[src/rtl/audio_gain_ramp_if.sv]
// Sample/control bundle between the codec wrapper side and the ramped volume stage.
interface audio_gain_ramp_if #(
    parameter int DATA_W = 24,
    parameter int GAIN_W = 8
);
    logic [DATA_W-1:0] line_in_l;
    logic [DATA_W-1:0] line_in_r;
    logic              new_sample;
    logic [GAIN_W-1:0] target_gain;
    logic              mute;
    logic              clip_clr;
    logic [DATA_W-1:0] hphone_l;
    logic [DATA_W-1:0] hphone_r;
    logic              out_valid;
    logic [GAIN_W-1:0] cur_gain;
    logic              clip;

    modport master (
        output line_in_l, line_in_r, new_sample, target_gain, mute, clip_clr,
        input  hphone_l, hphone_r, out_valid, cur_gain, clip
    );

    modport slave (
        input  line_in_l, line_in_r, new_sample, target_gain, mute, clip_clr,
        output hphone_l, hphone_r, out_valid, cur_gain, clip
    );
endinterface

[src/rtl/audio_gain_ramp.sv]
// Ramped digital volume stage: capture, multiply by Q1.7 gain, round half-up and saturate.
// Gain slews toward the (mute-aware) target by at most RAMP_STEP per accepted sample.
module audio_gain_ramp #(
    parameter int DATA_W    = 24,
    parameter int GAIN_W    = 8,
    parameter int RAMP_STEP = 1
) (
    input logic              clk_48,
    input logic              rst_n,
    audio_gain_ramp_if.slave bus
);

    localparam int PROD_W = DATA_W + GAIN_W + 1;
    localparam logic [GAIN_W-1:0]        STEP     = GAIN_W'(RAMP_STEP);
    localparam logic signed [PROD_W:0]   RND_BIAS = (PROD_W + 1)'(64);
    localparam logic signed [PROD_W:0]   MAX_V    = {{(PROD_W + 1 - DATA_W){1'b0}}, 1'b0, {(DATA_W - 1){1'b1}}};
    localparam logic signed [PROD_W:0]   MIN_V    = {{(PROD_W + 2 - DATA_W){1'b1}}, {(DATA_W - 1){1'b0}}};

    logic                     sampleValid_q;
    logic signed [DATA_W-1:0] sampleL_q, sampleR_q;
    logic [GAIN_W-1:0]        gain_q;
    logic [GAIN_W-1:0]        curGain_q, curGain_d;
    logic                     prodValid_q;
    logic signed [PROD_W-1:0] prodL_q, prodR_q, prodL_d, prodR_d;
    logic                     outValid_q;
    logic [DATA_W-1:0]        hphoneL_q, hphoneR_q, hphoneL_d, hphoneR_d;
    logic                     clip_q, clip_d;

    logic [GAIN_W-1:0]        effTgt, gap;
    logic signed [PROD_W:0]   roundSumL, roundSumR, roundL, roundR;
    logic                     satL, satR;

    // Slew limiter: moves by min(STEP, distance) so it can never overshoot or wrap.
    always_comb begin
        effTgt    = bus.mute ? '0 : bus.target_gain;
        gap       = '0;
        curGain_d = curGain_q;
        if (bus.new_sample) begin
            if (curGain_q < effTgt) begin
                gap       = effTgt - curGain_q;
                curGain_d = curGain_q + ((gap > STEP) ? STEP : gap);
            end else if (curGain_q > effTgt) begin
                gap       = curGain_q - effTgt;
                curGain_d = curGain_q - ((gap > STEP) ? STEP : gap);
            end
        end
    end

    always_comb begin
        prodL_d   = $signed(sampleL_q) * $signed({1'b0, gain_q});
        prodR_d   = $signed(sampleR_q) * $signed({1'b0, gain_q});
        roundSumL = {prodL_q[PROD_W-1], prodL_q} + RND_BIAS;
        roundSumR = {prodR_q[PROD_W-1], prodR_q} + RND_BIAS;
        roundL    = roundSumL >>> 7;
        roundR    = roundSumR >>> 7;
        satL      = (roundL > MAX_V) || (roundL < MIN_V);
        satR      = (roundR > MAX_V) || (roundR < MIN_V);
        hphoneL_d = (roundL > MAX_V) ? MAX_V[DATA_W-1:0] :
                    (roundL < MIN_V) ? MIN_V[DATA_W-1:0] : roundL[DATA_W-1:0];
        hphoneR_d = (roundR > MAX_V) ? MAX_V[DATA_W-1:0] :
                    (roundR < MIN_V) ? MIN_V[DATA_W-1:0] : roundR[DATA_W-1:0];
        // A saturation landing in the same cycle as a clear must leave clip set.
        if (prodValid_q && (satL || satR)) begin
            clip_d = 1'b1;
        end else if (bus.clip_clr) begin
            clip_d = 1'b0;
        end else begin
            clip_d = clip_q;
        end
    end

    always_ff @(posedge clk_48 or negedge rst_n) begin
        if (!rst_n) begin
            sampleValid_q <= 1'b0;
            sampleL_q     <= '0;
            sampleR_q     <= '0;
            gain_q        <= '0;
            curGain_q     <= '0;
            prodValid_q   <= 1'b0;
            prodL_q       <= '0;
            prodR_q       <= '0;
            outValid_q    <= 1'b0;
            hphoneL_q     <= '0;
            hphoneR_q     <= '0;
            clip_q        <= 1'b0;
        end else begin
            sampleValid_q <= bus.new_sample;
            if (bus.new_sample) begin
                sampleL_q <= bus.line_in_l;
                sampleR_q <= bus.line_in_r;
                gain_q    <= curGain_q;
            end
            curGain_q   <= curGain_d;
            prodValid_q <= sampleValid_q;
            prodL_q     <= prodL_d;
            prodR_q     <= prodR_d;
            outValid_q  <= prodValid_q;
            if (prodValid_q) begin
                hphoneL_q <= hphoneL_d;
                hphoneR_q <= hphoneR_d;
            end
            clip_q <= clip_d;
        end
    end

    assign bus.hphone_l  = hphoneL_q;
    assign bus.hphone_r  = hphoneR_q;
    assign bus.out_valid = outValid_q;
    assign bus.cur_gain  = curGain_q;
    assign bus.clip      = clip_q;

endmodule

[src/flat_wrapper.sv]
// flat-port wrapper written by rule: the top's interface ports become plain ports
module audio_gain_ramp_flat 
#(
    parameter int DATA_W    = 24,
    parameter int GAIN_W    = 8,
    parameter int RAMP_STEP = 1
)
  (clk_48, rst_n, bus_line_in_l, bus_line_in_r, bus_new_sample, bus_target_gain, bus_mute, bus_clip_clr, bus_hphone_l, bus_hphone_r, bus_out_valid, bus_cur_gain, bus_clip);
  audio_gain_ramp_if #(.DATA_W(DATA_W), .GAIN_W(GAIN_W)) bus_i ();
  input logic clk_48;
  input logic rst_n;
  input wire logic [$bits(bus_i.line_in_l)-1:0] bus_line_in_l;
  input wire logic [$bits(bus_i.line_in_r)-1:0] bus_line_in_r;
  input wire logic [$bits(bus_i.new_sample)-1:0] bus_new_sample;
  input wire logic [$bits(bus_i.target_gain)-1:0] bus_target_gain;
  input wire logic [$bits(bus_i.mute)-1:0] bus_mute;
  input wire logic [$bits(bus_i.clip_clr)-1:0] bus_clip_clr;
  output wire logic [$bits(bus_i.hphone_l)-1:0] bus_hphone_l;
  output wire logic [$bits(bus_i.hphone_r)-1:0] bus_hphone_r;
  output wire logic [$bits(bus_i.out_valid)-1:0] bus_out_valid;
  output wire logic [$bits(bus_i.cur_gain)-1:0] bus_cur_gain;
  output wire logic [$bits(bus_i.clip)-1:0] bus_clip;
  assign bus_i.line_in_l = bus_line_in_l;
  assign bus_i.line_in_r = bus_line_in_r;
  assign bus_i.new_sample = bus_new_sample;
  assign bus_i.target_gain = bus_target_gain;
  assign bus_i.mute = bus_mute;
  assign bus_i.clip_clr = bus_clip_clr;
  assign bus_hphone_l = bus_i.hphone_l;
  assign bus_hphone_r = bus_i.hphone_r;
  assign bus_out_valid = bus_i.out_valid;
  assign bus_cur_gain = bus_i.cur_gain;
  assign bus_clip = bus_i.clip;
  audio_gain_ramp #(.DATA_W(DATA_W), .GAIN_W(GAIN_W), .RAMP_STEP(RAMP_STEP)) u_core (.clk_48(clk_48), .rst_n(rst_n), .bus(bus_i));
endmodule
[config.mk]
export PLATFORM = sky130hd
export DESIGN_NAME = audio_gain_ramp_flat
export DESIGN_NICKNAME = d
export VERILOG_FILES = /design/src/rtl/audio_gain_ramp_if.sv /design/src/rtl/audio_gain_ramp.sv /design/src/flat_wrapper.sv
export SDC_FILE = /design/constraint.sdc
export NUM_CORES = 1
export LEC_CHECK = 0
export BUFFER_PORTS_ARGS = -buffer_cell sky130_fd_sc_hd__buf_2
export CAP_MARGIN = 10
export CORE_ASPECT_RATIO = 0.6
export CORE_UTILIZATION = 60
export DETAILED_ROUTE_END_ITERATION = 8
export PLACE_DENSITY = 0.88
export SLEW_MARGIN = 20
export SYNTH_ARGS = -nofsm -noshare
export SYNTH_HDL_FRONTEND = slang
export SYNTH_SLANG_ARGS = --single-unit
[constraint.sdc]
create_clock -name clk_48 -period 11.6 [get_ports clk_48]
set_input_delay 1.74 -clock clk_48 [delete_from_list [all_inputs] [get_ports clk_48]]
set_output_delay 1.74 -clock clk_48 [all_outputs]
set_load 0.02 [all_outputs]
==> impl_metrics.ini <==
[outcome]
outcome = complete, no violations

[synth]
yosys_warnings = 0
async_flop_share_pct = 100
yosys.area.top_type = fa_1
synth_area_per_cell_um2 = 9.43
synth_flop_cell = dfrtp_1
syn_area_mm2 = 0.0206
ys_types = 70
synth_edf_count = 0
ys_seq_elements = 170
netlist_instances = 2190
synth_fp_nets = 2703
synth_top_area_share_pct = 29.2
yosysSeqAreaShare_pct = 20.6
synthTopCellsByArea = fa_1 29%, dfrtp_1 21%, ha_1 9.1%, inv_1 7.9%, and2_1 6.5%

[setup_path]
r2r_start = u_core.gain_q[1]
worstPathMaxFanout = 8
critPathKind = in -> reg
cp-start-kind = input port
crit_slowest_cell = a211oi_1
crit_family = compound AO/OA/AOI/OAI gates
crit_path_frequent_cell = ha_1
worst_ep_required_time_ns = 11.94
critPathBufInv = 2
crit_path_end_kind = register
cp.arrival_ns = 6.84
slowest_delay_ns = 0.83
cp_cell_sequence = buf_2 > nand2b_1 > inv_1 > ha_1 > nor2b_1 > o21a_1 > o21ai_0 > mux2_2 > a211oi_1 > nor2_1 > ha_1 > nand2_1 > ha_1 > nor2b_1 > o21ai_0 > a21o_1 > a31oi_1 > nor2_1 > a32o_1 > a311oi_1 > nand3_1
startpoint = bus_mute

[clock_network]
clkLatencyLatePin_ns = 0.46
cts.sinks = 170
clock_path_buffers = 2
clkTransAtPathRegs_ns = 0.07
h-tree-depth = 4
cts_tree = yes
post_cts_resized = 0
postCtsSetupRepairBufs = 0
cts_hold_buf = 0
root_buffer = clkbuf_16
cts_buffers = 17

[placed_design]
pre_cts_slack_ns = 4.83
io_buffers = 118
hpwl_um = 38100
gp_congestion = 0.925

[sta]
tightest_slew_ns = 0.981
drv_slew = 0
layout_min_cycle_time_ns = 6.50
rsz0062_at_grt = no
hold_violations = 0
clock.fmax_mhz = 154
final.setup_skew_ns = 0.0126
setup_slack_ns = 5.10
setup_viol_count_final = 0
setup_tns_ns = 0
post-route-period-util_pct = 56.0
max-slew-margin-rel_pct = 34.0

[route]
ant_nets = 0
avgViaCountPerCell = 5.60
drtIter0Drc = 1302
wirelength_um = 49300
drtPass1Iterations = 5
drcViolationCount = 0
vias = 15300
wl_per_cell_um = 18.0

[grt]
use_met3_pct = 7.71
top_usage_layer = met2
grt_pass1_vias = 16400
grt_max_degree = 77
grt_usage_pct = 29.4
grt_pass1_wl_um = 82400
met1_usage_pct = 41.5
use_met2_pct = 45.0
grt_overflow = 0
antenna_found_initial = 6

[floorplanning]
fp.dieW_um = 242
core_mm2 = 0.0338
fp-row-count = 52
die_area_mm2 = 0.0352
die_h_um = 146
start_util_pct = 61.2
io_pins = 119

[finish]
syn2layout_area_growth_pct = 7.46
final_nets = 2772
drive_above_1_share_pct = 10.5
nFillCells = 2550

[job]
cap_violations = 0

[worst_hold_path]
hp-class = reg -> reg
holdCritStartpoint = u_core.sampleValid_q
==> cells by family after synthesis <==
kind of cell,synth area share (%)
AO/OA/AOI/OAI,7.37
XOR/XNOR,4.79
adder cells (fa/ha/maj),38.3
buffers and inverters,9.43
flip-flops,20.6
multiplexers,3.26
other,0.0182
AND/OR/NAND/NOR,16.2
==> state kept, by name, summed over array words and instances (netlist names) <==
| register | cells |
|---|---|
| u_core.bus.cur_gain | 8 |
| u_core.prodValid_q | 1 |
| u_core.bus.out_valid | 1 |
| u_core.prodR_q | 27 |
| u_core.sampleL_q | 24 |
| u_core.bus.clip | 1 |
| u_core.bus.hphone_l | 24 |
| u_core.gain_q | 8 |
| u_core.sampleR_q | 24 |
| u_core.sampleValid_q | 1 |
| u_core.prodL_q | 27 |
| u_core.bus.hphone_r | 24 |
==> path summary, 6_finish.rpt <==
| check | endpoint | slack, ns | depth (start not counted) |
|---|---|---|---|
| worst min register to register | u_core.prodValid_q | 0.35 | 0 |
| min in group asynchronous | u_core.bus.hphone_r[14] | 1.18 | 1 |
| worst min-delay path | u_core.prodValid_q | 0.35 | 0 |
| worst max register to register | u_core.prodR_q[31] | 5.48 | 18 |
| max in group asynchronous | u_core.sampleL_q[7] | 9.17 | 2 |
| worst max-delay path | u_core.bus.cur_gain[7] | 5.10 | 21 |
==> metal layers <==
metal	vias to the layer above	share of wire, %
met5	-	0
met4	0	1.8
met3	74	10
met2	718	44
met1	7591	44
li1	6925	-
==> per-stage QoR <==
step	util [%]	hold WS (ns)	area, µm²	std cells
3_3_place_gp	63.9	0.335	21600	2699
2_1_floorplan	-	0.331	20600	2190
5_1_grt	65.7	0.365	22200	2734
4_1_cts	65.6	0.351	22200	2730
3_5_place_dp	63.9	0.338	21600	2699
6_report	65.7	0.348	22200	2736
==> cell type report <==
| type | instances | area [µm²] | share of cell area [%] |
|---|---|---|---|
| Clock buffer | 18 | 439 | 1.98 |
| Multi-Input combinational cell | 1507 | 14500 | 65.2 |
| Sequential cell | 170 | 4260 | 19.2 |
| Inverter | 433 | 1630 | 7.32 |
| Antenna cell | 6 | 15.0 | 0.0677 |
| Timing Repair Buffer | 130 | 687 | 3.10 |
| Clock inverter | 13 | 135 | 0.609 |
| Tap cell | 459 | 574 | 2.59 |
==> cells in the final DEF, fill, tap and decap left out, types with 3 or more instances in the layout <==
cell type | synthesis | layout
o22a_1 | 23 | 23
fa_1 | 301 | 301
o21a_1 | 8 | 8
o21ai_0 | 35 | 35
buf_4 | 4 | 12
xor2_1 | 38 | 38
clkinvlp_4 | 0 | 3
or2_2 | 3 | 3
o21bai_1 | 5 | 5
nor2_1 | 89 | 89
nand4_1 | 15 | 15
o31ai_1 | 4 | 4
diode_2 | 0 | 6
clkbuf_16 | 0 | 17
nand3_1 | 29 | 29
nand2_1 | 219 | 219
inv_1 | 433 | 433
nand2b_1 | 20 | 20
a31oi_1 | 6 | 6
a21o_1 | 19 | 19
and3_1 | 11 | 11
and2_1 | 214 | 214
ha_1 | 151 | 151
a21oi_1 | 82 | 82
nor3_1 | 20 | 20
inv_6 | 0 | 5
xnor2_1 | 75 | 75
nor2b_1 | 12 | 12
a211oi_1 | 8 | 8
o2111ai_1 | 3 | 3
o211ai_1 | 4 | 4
mux2_2 | 58 | 58
dfrtp_1 | 170 | 169
and4_1 | 7 | 7
buf_2 | 6 | 117
==> Yosys cell counts, types with 19 or more instances <==
cell,instances
nor2_1,89
ha_1,151
nand3_1,29
o22a_1,23
dfrtp_1,170
nand2_1,219
o21ai_0,35
xnor2_1,75
and2_1,214
nor3_1,20
nand2b_1,20
inv_1,433
mux2_2,58
fa_1,301
xor2_1,38
a21oi_1,82
a21o_1,19
clkbuf_1,68
Power is not shown: default switching activity piles up to over one toggle a cycle in this logic, so the estimate is an artifact.
